--- src/rtl/ex_div_ctrl_pkg.sv ---
// ex_div_ctrl_pkg: state encodings and shared constants for the EX-stage divide controller
package ex_div_ctrl_pkg;
   typedef enum logic [1:0] {
      DC_IDLE  = 2'd0,
      DC_BUSY  = 2'd1,
      DC_DONE  = 2'd2,
      DC_ABORT = 2'd3
   } dc_state_e;
   localparam logic        DIV_START     = 1'b1;
   localparam logic        DIV_STOP      = 1'b0;
   localparam logic        DIV_RES_READY = 1'b1;
   localparam logic        RST_ENABLE    = 1'b1;
   localparam logic [31:0] ZERO_WORD     = 32'h0;
   typedef struct packed {
      logic        sign;
      logic [31:0] op1;
      logic [31:0] op2;
   } div_req_t;
endpackage

--- src/rtl/ex_div_ctrl_if.sv ---
// ex_div_ctrl_if: start/annul/operand/result handshake between EX control and the serial divider
interface ex_div_ctrl_if;
   logic        start;
   logic        annul;
   logic        sign;
   logic [31:0] op1;
   logic [31:0] op2;
   logic [63:0] result;
   logic        ready;
   modport master (output start, annul, sign, op1, op2, input result, ready);
   modport slave  (input start, annul, sign, op1, op2, output result, ready);
endinterface

--- src/rtl/ex_div_ctrl.sv ---
// ex_div_ctrl: EX-stage divider initiator; stalls until HI/LO arrive, annuls cleanly on flush
module ex_div_ctrl
   import ex_div_ctrl_pkg::*;
#(
   parameter int DRAIN_CYC = 2,
   parameter int PERF_W    = 32
) (
   input  logic              clk,
   input  logic              rst,
   input  logic              div_req_i,
   input  logic              div_signed_i,
   input  logic [31:0]       rs_i,
   input  logic [31:0]       rt_i,
   input  logic              flush_i,
   ex_div_ctrl_if.master     div_io,
   output logic              stall_o,
   output logic              hilo_we_o,
   output logic [31:0]       hi_o,
   output logic [31:0]       lo_o,
   output logic [PERF_W-1:0] busy_cnt_o
);
   localparam int DW = $clog2(DRAIN_CYC + 1);
   dc_state_e         state_q;
   div_req_t          lat_q;
   logic [DW-1:0]     drain_q;
   logic [PERF_W-1:0] busy_cnt_q;
   logic              busy, accept, abort, done_ok;
   assign busy    = state_q == DC_BUSY;
   assign accept  = state_q == DC_IDLE && div_req_i && !flush_i;
   assign abort   = busy && flush_i;
   assign done_ok = busy && div_io.ready == DIV_RES_READY && !flush_i;
   always_ff @(posedge clk) begin
      if (rst == RST_ENABLE) begin
         state_q    <= DC_IDLE;
         lat_q      <= '0;
         drain_q    <= '0;
         busy_cnt_q <= '0;
      end else begin
         if (busy) busy_cnt_q <= busy_cnt_q + 1'b1;
         if (accept) lat_q <= {div_signed_i, rs_i, rt_i};
         unique case (state_q)
            DC_IDLE:  if (accept) state_q <= DC_BUSY;
            DC_BUSY: begin
               if (abort) begin
                  state_q <= DC_ABORT;
                  drain_q <= DW'(DRAIN_CYC - 1);
               end else if (done_ok) state_q <= DC_DONE;
            end
            DC_DONE:  state_q <= DC_IDLE;
            DC_ABORT: begin
               if (drain_q == '0) state_q <= DC_IDLE;
               else drain_q <= drain_q - 1'b1;
            end
         endcase
      end
   end
   // Operands come only from the latch so the divider's sign fix-up sees stable values.
   assign div_io.start = busy && !flush_i ? DIV_START : DIV_STOP;
   assign div_io.annul = abort;
   assign div_io.sign  = lat_q.sign;
   assign div_io.op1   = lat_q.op1;
   assign div_io.op2   = lat_q.op2;
   assign stall_o      = accept || (busy && !done_ok) || (state_q == DC_DONE && div_req_i && !flush_i);
   assign hilo_we_o    = done_ok;
   assign hi_o         = done_ok ? div_io.result[63:32] : ZERO_WORD;
   assign lo_o         = done_ok ? div_io.result[31:0] : ZERO_WORD;
   assign busy_cnt_o   = busy_cnt_q;
endmodule
--- src/flat_wrapper.sv ---
// flat-port wrapper written by rule: the top's interface ports become plain ports
module ex_div_ctrl_flat import ex_div_ctrl_pkg::*;
#(
   parameter int DRAIN_CYC = 2,
   parameter int PERF_W    = 32
)
  (clk, rst, div_req_i, div_signed_i, rs_i, rt_i, flush_i, stall_o, hilo_we_o, hi_o, lo_o, busy_cnt_o, div_io_start, div_io_annul, div_io_sign, div_io_op1, div_io_op2, div_io_result, div_io_ready);
  ex_div_ctrl_if div_io_i ();
  input  logic clk;
  input  logic rst;
  input  logic div_req_i;
  input  logic div_signed_i;
  input  logic [31:0] rs_i;
  input  logic [31:0] rt_i;
  input  logic flush_i;
  output logic stall_o;
  output logic hilo_we_o;
  output logic [31:0] hi_o;
  output logic [31:0] lo_o;
  output logic [PERF_W-1:0] busy_cnt_o;
  output wire logic [$bits(div_io_i.start)-1:0] div_io_start;
  output wire logic [$bits(div_io_i.annul)-1:0] div_io_annul;
  output wire logic [$bits(div_io_i.sign)-1:0] div_io_sign;
  output wire logic [$bits(div_io_i.op1)-1:0] div_io_op1;
  output wire logic [$bits(div_io_i.op2)-1:0] div_io_op2;
  input wire logic [$bits(div_io_i.result)-1:0] div_io_result;
  input wire logic [$bits(div_io_i.ready)-1:0] div_io_ready;
  assign div_io_start = div_io_i.start;
  assign div_io_annul = div_io_i.annul;
  assign div_io_sign = div_io_i.sign;
  assign div_io_op1 = div_io_i.op1;
  assign div_io_op2 = div_io_i.op2;
  assign div_io_i.result = div_io_result;
  assign div_io_i.ready = div_io_ready;
  ex_div_ctrl #(.DRAIN_CYC(DRAIN_CYC), .PERF_W(PERF_W)) u_core (.clk(clk), .rst(rst), .div_req_i(div_req_i), .div_signed_i(div_signed_i), .rs_i(rs_i), .rt_i(rt_i), .flush_i(flush_i), .div_io(div_io_i), .stall_o(stall_o), .hilo_we_o(hilo_we_o), .hi_o(hi_o), .lo_o(lo_o), .busy_cnt_o(busy_cnt_o));
endmodule
--- config.mk ---
export PLATFORM = sky130hd
export DESIGN_NAME = ex_div_ctrl_flat
export DESIGN_NICKNAME = d
export VERILOG_FILES = /design/src/rtl/ex_div_ctrl_pkg.sv /design/src/rtl/ex_div_ctrl_if.sv /design/src/rtl/ex_div_ctrl.sv /design/src/flat_wrapper.sv
export SDC_FILE = /design/constraint.sdc
export NUM_CORES = 1
export LEC_CHECK = 0
export ABC_AREA = 1
export BUFFER_PORTS_ARGS = -buffer_cell sky130_fd_sc_hd__buf_4
export CAP_MARGIN = 0
export CELL_PAD_IN_SITES_DETAIL_PLACEMENT = 1
export CELL_PAD_IN_SITES_GLOBAL_PLACEMENT = 1
export CORE_MARGIN = 1.5
export CORE_UTILIZATION = 28
export CTS_CLUSTER_SIZE = 10
export DETAILED_ROUTE_END_ITERATION = 7
export PLACE_DENSITY_LB_ADDON = 0.1
export SLEW_MARGIN = 10
export SYNTH_ARGS = -nofsm -noshare
export SYNTH_HDL_FRONTEND = slang
export SYNTH_SLANG_ARGS = --single-unit
--- constraint.sdc ---
create_clock -name clk -period 1.6 [get_ports clk]
set_input_delay 0.16 -clock clk [delete_from_list [all_inputs] [get_ports clk]]
set_output_delay 0.16 -clock clk [all_outputs]
set_load 0.01 [all_outputs]
==> results of run 1 <==
-- where the power goes --
| part | total (uW) | leakage, uW | internal (uW) | switching, uW |
|---|---|---|---|---|
| clock | 2290 | 0.000147 | 1240 | 1050 |
| sequential | 2790 | 0.000828 | 2700 | 96.4 |
| combinational | 1420 | 0.00305 | 715 | 709 |
-- worst max path at each step --
stage | end | slack, ns
5_1_grt | lo_o[11] | -0.12
6_report | lo_o[30] | -0.05
4_1_cts | hi_o[26] | -0.02
2_1_floorplan | u_core.busy_cnt_o[24]$_SDFFE_PP0P_ | 0.16
3_3_place_gp | u_core.busy_cnt_o[24]$_SDFFE_PP0P_ | 0.09
3_5_place_dp | hi_o[4] | 0.02
-- registers in the layout, summed over array words and instances, names as in the netlist --
register            count
u_core.busy_cnt_o      32
u_core.div_io.op1      32
u_core.div_io.op2      32
u_core.div_io.sign      1
u_core.drain_q          2
u_core.state_q          2
-- critical path: stages, from the launching register on --
cell	delay [ns]
dfxtp_2	0.33
inv_2	0.06
nand2_4	0.06
nor2_4	0.15
nand2_8	0.12
buf_12	0.18
nor2_1	0.11
buf_4	0.13
-- layer usage --
layer	vias to the layer above	wire length, um	global-route usage
met5	-	0	0
met2	166	8947	0.3382
met1	2494	7894	0.2361
met4	0	302	0.04952
met3	21	1423	0.07116
li1	2766	-	-
-- logic make-up after synthesis --
| group | count (synthesis) | synth area share |
|---|---|---|
| XOR/XNOR | 6 | 0.01105 |
| AND/OR/NAND/NOR | 362 | 0.3261 |
| AO/OA/AOI/OAI | 102 | 0.1086 |
| flip-flops | 101 | 0.4250 |
| adder cells (fa/ha/maj) | 2 | 0.005260 |
| buffers and inverters | 136 | 0.1239 |
-- layout make-up --
| type | count | area (um^2) | share of cell area |
|---|---|---|---|
| Timing Repair Buffer | 322 | 2594 | 0.3269 |
| Multi-Input combinational cell | 472 | 2333 | 0.2941 |
| Sequential cell | 101 | 2029 | 0.2558 |
| Inverter | 104 | 395.4 | 0.04983 |
| Tap cell | 220 | 275.3 | 0.03469 |
| Clock buffer | 9 | 225.2 | 0.02838 |
| Clock inverter | 6 | 82.58 | 0.01041 |
-- through the flow --
step           hold slack, ns  cells  total power (uW)
2_1_floorplan          0.2949    709              3397
3_3_place_gp           0.3824   1208              4114
3_5_place_dp           0.3887   1208              4133
4_1_cts              0.007975   1229              6535
5_1_grt               0.01786   1234              6845
6_report              0.02364   1234              6504
-- cells in the final DEF (no fill, tap or decap), drive strengths merged --
cell	instances
xnor2	2
nor3b	1
dfxtp	101
o22ai	1
clkinvlp	1
nand2	66
nand3b	1
o21ai	81
a21oi	18
xor2	4
buf	319
clkinv	1
nand4	7
nand3	22
ha	2
clkbuf	12
nor2	259
nor4	1
bufinv	1
o21bai	1
a211oi	1
inv	107
nor3	5
-- repair_timing --
item	CTS	global route
setup buffers	5	1
pin swaps	3	4
endpoints found under the setup margin	66	82
cloned	1	4
gates resized for setup	20	61
endpoints found under the hold margin	0	0
==> impl_metrics.ini, run 1 <==
[grt]
grt_usage = 0.1979
grt_pass1_wl_um = 28030
antenna_found_initial = 0
grt_pass1_vias = 5259
grt_max_degree = 92
overflow = 0

[drt]
route.detailed.drc = 0
finalWirelength_um = 18570
ant_nets = 0
via_per_inst = 4.414
vias = 5447
dr.pass1.iters = 4
wl_per_cell_um = 15.05
first_iter_violations = 142

[layout]
drive_above_1_share = 0.4063
num_antenna_cells = 0
fill_cells = 2193
finalNetCount = 1146
area_growth_pct = 66.81
finalInstanceArea_um2 = 7935
utilization = 0.4785

[yosys]
synth-edff-count = 0
syn_nets = 845
synth_top_area_frac = 0.4250
synth_top_cell_by_area = dfxtp_1
synth_top_cells_by_count = 247 x nor2_1, 103 x inv_1, 101 x dfxtp_1, 74 x o21ai_0, 64 x nand2_1
ys_types = 32
synth.most_common_cell = nor2_1
syn_area_per_cell_um2 = 6.710
synth_warnings = 0
yosysSeqAreaShare = 0.4250
synth_area_um2 = 4757
synthArstFlopShare = 0
yosys-top-cells-area = dfxtp_1 43%, nor2_1 19%, inv_1 8.1%, o21ai_0 7.8%, nand2_1 5.0%
yosys_most_used_dff = dfxtp_1
ys_seq_elements = 101
postSynthCellCount = 709

[clock_tree]
ctsRootBufferMaster = clkbuf_16
ctsHoldBuffers = 0
clk_pin_slew_ns = 0.08
cts_tree = built
clk_path_buf_depth = 2
htree_num_levels = 3
clk_latency_ns = 0.35
clock_sinks = 101
numCtsBuffers = 9

[setup_path]
startpoint = u_core.state_q[1]$_SDFFE_PP0P_
worstSetupStartpointType = flip-flop
reg2reg_to = u_core.div_io.op2[23]$_SDFFE_PP0P_
reg2reg_from = u_core.state_q[0]$_SDFFE_PP0P_
worst-path-max-fanout = 24
path_class = reg -> out
rrSetupSlack_ns = 0.10
worst_ep_arrival_time_ns = 1.49
worst_setup_path_end_kind = output port
reg2reg_depth = 8
crit_required_ns = 1.44

[place]
place_congestion = 0.7760
dp_hpwl_um = 13620
port_buffers = 298
place_ws_ns = 0.02455
postPlaceCellArea_um2 = 7221

[sta]
fin_setup_tns_ns = -0.8330
slew_violations = 0
tightestPinTransition_ns = 0.3747
setup_slack_ns = -0.04998
finalCritPeriodShare = 1.031
fmaxAchievable_ghz = 0.6061
finClkSkew_ns = 0.01000
finalCriticalPeriod_ns = 1.650
setup_viol = 49
hold_violations = 0
grt_setup_unrepaired = yes
slew_headroom = 0.7502

[power]
power.density_nw_per_um2 = 819.7
ir_drop_mv = 0.6389
leakage_uw = 0.004026

[status]
violations = negative setup slack
status = finished with violations

[hold_path]
hold_end = u_core.div_io.op1[12]$_SDFFE_PP0P_
holdPathStages = 3
hold_path.startpoint = rs_i[12]
hp-class = in -> reg

[floorplan]
coreArea_um2 = 16580
die_y_um = 133.3
dieWidth_um = 133.3
row_count = 47
start_util = 0.2869
io_pins = 299
dieArea_um2 = 17780

[job]
cap_violations = 0
Note: power is estimated with default switching activity, not from simulation.
==> run 2: changes to the inputs <==
--- a/config.mk
+++ b/config.mk
@@ -15,6 +15,7 @@
 export CTS_CLUSTER_SIZE = 10
 export DETAILED_ROUTE_END_ITERATION = 7
 export PLACE_DENSITY_LB_ADDON = 0.1
+export REMOVE_ABC_BUFFERS = 1
 export SLEW_MARGIN = 10
 export SYNTH_ARGS = -nofsm -noshare
 export SYNTH_HDL_FRONTEND = slang
==> run 2 against run 1 <==
  * The flow still finishes with violations (negative setup slack)
  * Global-route usage grew 0.15 points
  * Highest routed layer unchanged
  * Worst hold slack improved by 0.0053 ns
  * Die area unchanged
  * Clock skew down 0.00086 ns
  * Largest cell class unchanged
  * Maximum frequency barely moved
  * Cell count is essentially flat
==> impl_metrics.ini, run 2 (synthesized netlist as in run 1, its figures left out) <==
[setup_path]
path_class = reg -> out
reg2reg_from = u_core.busy_cnt_o[0]$_SDFFE_PP0P_
startpoint = u_core.state_q[1]$_SDFFE_PP0P_
worst_ep_arrival_time_ns = 1.49
reg2reg_to = u_core.busy_cnt_o[24]$_SDFFE_PP0P_
worstSetupStartpointType = flip-flop
worst_setup_path_end_kind = output port
crit_required_ns = 1.44
reg2reg_depth = 8
critPathCapture = lo_o[19]
rrSetupSlack_ns = 0.12
worst-path-max-fanout = 17

[clock_tree]
clk_path_buf_depth = 2
htree_num_levels = 3
clk_latency_ns = 0.35
clock_sinks = 101
ctsRootBufferMaster = clkbuf_16
clk_pin_slew_ns = 0.07
ctsHoldBuffers = 0
cts_tree = built
numCtsBuffers = 9

[place]
place_ws_ns = 0.03375
port_buffers = 298
postPlaceCellArea_um2 = 7236
dp_hpwl_um = 13770
place_congestion = 0.8278

[sta]
fin_setup_tns_ns = -0.5001
finalCriticalPeriod_ns = 1.649
timing.hold.ws_ns = 0.02895
setup_slack_ns = -0.04879
finalCritPeriodShare = 1.030
setup_viol = 33
slew_headroom = 0.7565
grt_setup_unrepaired = yes
finClkSkew_ns = 0.009142
tightestPinTransition_ns = 0.3624
slew_violations = 0
fmaxAchievable_ghz = 0.6065
hold_violations = 0

[grt]
grt_pass1_wl_um = 28100
overflow = 0
grt_max_degree = 67
grt_usage = 0.1994
grt_pass1_vias = 5181
antenna_found_initial = 0

[floorplan]
dieWidth_um = 133.3
row_count = 47
start_util = 0.2869
io_pins = 299
die_y_um = 133.3
coreArea_um2 = 16580
dieArea_um2 = 17780

[drt]
via_per_inst = 4.409
finalWirelength_um = 18420
vias = 5445
ant_nets = 0
wl_per_cell_um = 14.91
dr.pass1.iters = 4
first_iter_violations = 123
route.detailed.drc = 0

[power]
ir_drop_mv = 0.5415
power.density_nw_per_um2 = 797.1
power.total_uw = 6333
leakage_uw = 0.004009

[layout]
fill_cells = 2140
area_growth_pct = 67.02
finalInstanceArea_um2 = 7945
num_antenna_cells = 0
most-common-layout-cells = 299 x buf_4, 200 x nor2_1, 100 x inv_1, 97 x dfxtp_1, 72 x o21ai_0
drive_above_1_share = 0.4079
finalNetCount = 1146
final_common_cell = buf_4

[status]
violations = negative setup slack
status = finished with violations

[job]
cap_violations = 0

[hold_path]
hp-class = in -> reg
run 2: cell types whose count changed in the layout (fill, tap and decap cells not counted), moves of 3 or more:
cell,delta
buf_6,+4
buf_4,-3
nor2_1,-3
nor2_4,+4
run 2: critical path, stage by stage (launching register included):
cell and delay [ns]:
dfxtp_2 0.32, inv_2 0.06, nand2_4 0.05, nor2_4 0.15
nand2_8 0.12, clkbuf_16 0.20, nor2_1 0.11, buf_4 0.13
run 2: cell type report:
type | instances | area [um^2] | share of cell area
clock inverter | 4 | 31.28 | 0.003937
multi-input combinational | 472 | 2359 | 0.2969
sequential | 101 | 2029 | 0.2554
inverter | 104 | 402.9 | 0.05071
clock buffer | 12 | 256.5 | 0.03228
timing repair buffer | 322 | 2591 | 0.3261
tap | 220 | 275.3 | 0.03465
run 2: what timing repair did:
action                     CTS  global route
pin swaps                    3             4
setup endpoints to repair   66            69
gates resized for setup     16            80
gates cloned                 1             2
buffers inserted             3             3
run 2: how the worst min path moves through the flow:
stage	from	to	depth (start not counted)
finish	rt_i[14]	u_core.div_io.op2[14]$_SDFFE_PP0P_	3
global route	rs_i[2]	u_core.div_io.op1[2]$_SDFFE_PP0P_	3
CTS	rs_i[15]	u_core.div_io.op1[15]$_SDFFE_PP0P_	3
detailed placement	rs_i[27]	u_core.div_io.op1[27]$_SDFFE_PP0P_	3
global placement	rt_i[19]	u_core.div_io.op2[19]$_SDFFE_PP0P_	3
floorplan	rst	u_core.busy_cnt_o[16]$_SDFFE_PP0P_	1
run 2: where the power goes:
part           switching, uW  internal, uW
combinational            704           696
sequential              94.8          2700
clock                    995          1150
total                   1790          4540
run 2: through the flow:
step	util	instances
global placement	0.4363	1210
CTS	0.4593	1230
detailed placement	0.4363	1210
floorplan	-	677
finish	0.4791	1235
global route	0.4791	1235
run 2: layer usage:
layer | up-vias | GRT usage | share of wire
met2 | 161 | 0.3273 | 0.47
li1 | 2768 | - | -
met5 | - | 0 | 0
met3 | 22 | 0.06621 | 0.072
met1 | 2494 | 0.2447 | 0.43
met4 | 0 | 0.06944 | 0.019
==> run 3: changes to the inputs <==
--- a/config.mk
+++ b/config.mk
@@ -11,8 +11,8 @@
 export CELL_PAD_IN_SITES_DETAIL_PLACEMENT = 1
 export CELL_PAD_IN_SITES_GLOBAL_PLACEMENT = 1
 export CORE_MARGIN = 1.5
-export CORE_UTILIZATION = 28
-export CTS_CLUSTER_SIZE = 10
+export CORE_UTILIZATION = 30
+export CTS_CLUSTER_SIZE = 25
 export DETAILED_ROUTE_END_ITERATION = 7
 export PLACE_DENSITY_LB_ADDON = 0.1
 export REMOVE_ABC_BUFFERS = 1
==> constraint.sdc (replaced) <==
create_clock -name clk -period 2.1 [get_ports clk]
set_input_delay 0.21 -clock clk [delete_from_list [all_inputs] [get_ports clk]]
set_output_delay 0.21 -clock clk [all_outputs]
set_load 0.01 [all_outputs]
==> run 3 against run 2 <==
  * The flow now finishes without violations
  * Flip-flop and latch count did not move
  * Utilization is 0.55 points higher
  * Critical endpoint is now stall_o
  * Sequential power decreased by 24%
  * Die area decreased by 6.5%
  * Largest power group unchanged
  * Clock power shrank 22%
  * Highest routed layer unchanged
==> impl_metrics.ini, run 3 (synthesized netlist as in run 1, its figures left out) <==
[status]
status = finished, final reports clean

[floorplan]
io_pins = 299
coreArea_um2 = 15370
row_count = 45
start_util = 0.3095
die_y_um = 128.9
dieWidth_um = 128.9
dieArea_um2 = 16620

[drt]
route.detailed.drc = 0
via_per_inst = 4.428
ant_nets = 0
first_iter_violations = 198
wl_per_cell_um = 14.45
vias = 5353
dr.pass1.iters = 4
finalWirelength_um = 17470

[power]
swShare = 0.2899
p_sw_uw = 1374
ir_drop_mv = 0.4487
power.share.clock = 0.350
p_comb_frac = 0.201
power.share.sequential = 0.449
power.density_nw_per_um2 = 636.3
leakage_uw = 0.003894
power.total_uw = 4740
internal-power_uw = 3366

[clock_tree]
htree_num_levels = 3
clk_latency_ns = 0.36
clk_path_buf_depth = 2
clk_pin_slew_ns = 0.08
cts_tree = built
ctsRootBufferMaster = clkbuf_16
ctsHoldBuffers = 0
numCtsBuffers = 9
clock_sinks = 101

[layout]
utilization = 0.4846
final_common_cell = buf_4
area_growth_pct = 56.58
finalNetCount = 1129
fill_cells = 2053
drive_above_1_share = 0.3437
most-common-layout-cells = 302 x buf_4, 247 x nor2_1, 102 x inv_1, 101 x dfxtp_1, 74 x o21ai_0
num_antenna_cells = 0

[sta]
slew_violations = 0
setup_viol = 0
finClkSkew_ns = 0.01147
finalCritPeriodShare = 0.9491
slew_headroom = 0.6010
finalCriticalPeriod_ns = 1.993
fin_setup_tns_ns = 0
hold_violations = 0
grt_setup_unrepaired = no
tightestPinTransition_ns = 0.5985
fmaxAchievable_ghz = 0.5017
timing.hold.ws_ns = 0.06433

[setup_path]
worstSetupStartpointType = flip-flop
path_class = reg -> out
worst-path-max-fanout = 33
worst_setup_path_end_kind = output port
crit_chain = inv_1, nand2_4, nor2_2, nand2_2, buf_12, inv_1, o22ai_1, buf_4
max_stage_delay_ns = 0.37
worst_ep_arrival_time_ns = 1.78
slowest_stage = dfxtp_1
crit_required_ns = 1.89
crit_buf_inv = 4
path_delay_family = buffers and inverters
crit_top_cell = inv_1

[grt]
overflow = 0
antenna_found_initial = 0
grt_use_met1 = 0.2434
grt_util_met3 = 0.06861
grt_usage = 0.2061
grt_max_degree = 67
grt_pass1_wl_um = 26990
grt_pass1_vias = 5215
grt_busiest_layer = met2
use_met2 = 0.3573

[place]
port_buffers = 298
dp_hpwl_um = 13250
place_congestion = 0.7697

[hold_path]
hp-class = in -> reg

[job]
cap_violations = 0
[run 3: tightest hold or removal path: cells and delay by family]
family                 cells  cell delay [ns]
buffers and inverters      1             0.08
and+or+nand+nor            2             0.11
[run 3: path summary, 6_finish.rpt]
path	startpoint	endpoint	slack (ns)	cells past startpoint
worst max-delay path	u_core.state_q[1]$_SDFFE_PP0P_	stall_o	0.11	8
worst min-delay path	rt_i[4]	u_core.div_io.op2[4]$_SDFFE_PP0P_	0.06	3
worst max register to register	u_core.state_q[0]$_SDFFE_PP0P_	u_core.div_io.op1[19]$_SDFFE_PP0P_	0.50	6
worst min register to register	u_core.drain_q[0]$_SDFFE_PP0P_	u_core.drain_q[0]$_SDFFE_PP0P_	0.49	2
[run 3: metal layers]
metal / part of all wire / wire length (um)
met2: 0.49 / 8546
met5: 0 / 0
met1: 0.42 / 7353
met3: 0.078 / 1369
met4: 0.011 / 198
[run 3: area by class of cell]
class,count,area (um^2),share of cell area
Clock buffer,10,229.0,0.03074
Clock inverter,6,62.56,0.008399
Inverter,104,390.4,0.05241
Multi-Input combinational cell,472,2148,0.2884
Sequential cell,101,2022,0.2715
Tap cell,211,264.0,0.03544
Timing Repair Buffer,305,2332,0.3131
[run 3: what timing repair did]
action | 4_1_cts | 5_1_grt
gates resized for setup | 0 | 0
setup endpoints to repair | 0 | 1
setup buffers | 0 | 0
[run 3: per-stage QoR]
stage	std cells	setup slack [ns]	cell area, um^2
floorplan	677	-0.3692	4558
global placement	1192	0.4249	7132
detailed placement	1192	0.4171	7132
CTS	1208	0.02952	7423
global route	1209	0.01672	7448
finish	1209	0.1068	7448
[run 3: power groups by stage]
| stage | clock network, uW | logic (uW) | registers, uW |
|---|---|---|---|
| 3_3_place_gp | 0 | 943 | 2170 |
| 4_1_cts | 1730 | 961 | 2130 |
| 2_1_floorplan | 0 | 318 | 2220 |
| 6_report | 1660 | 951 | 2130 |
| 5_1_grt | 1790 | 1050 | 2150 |
| 3_5_place_dp | 0 | 957 | 2170 |
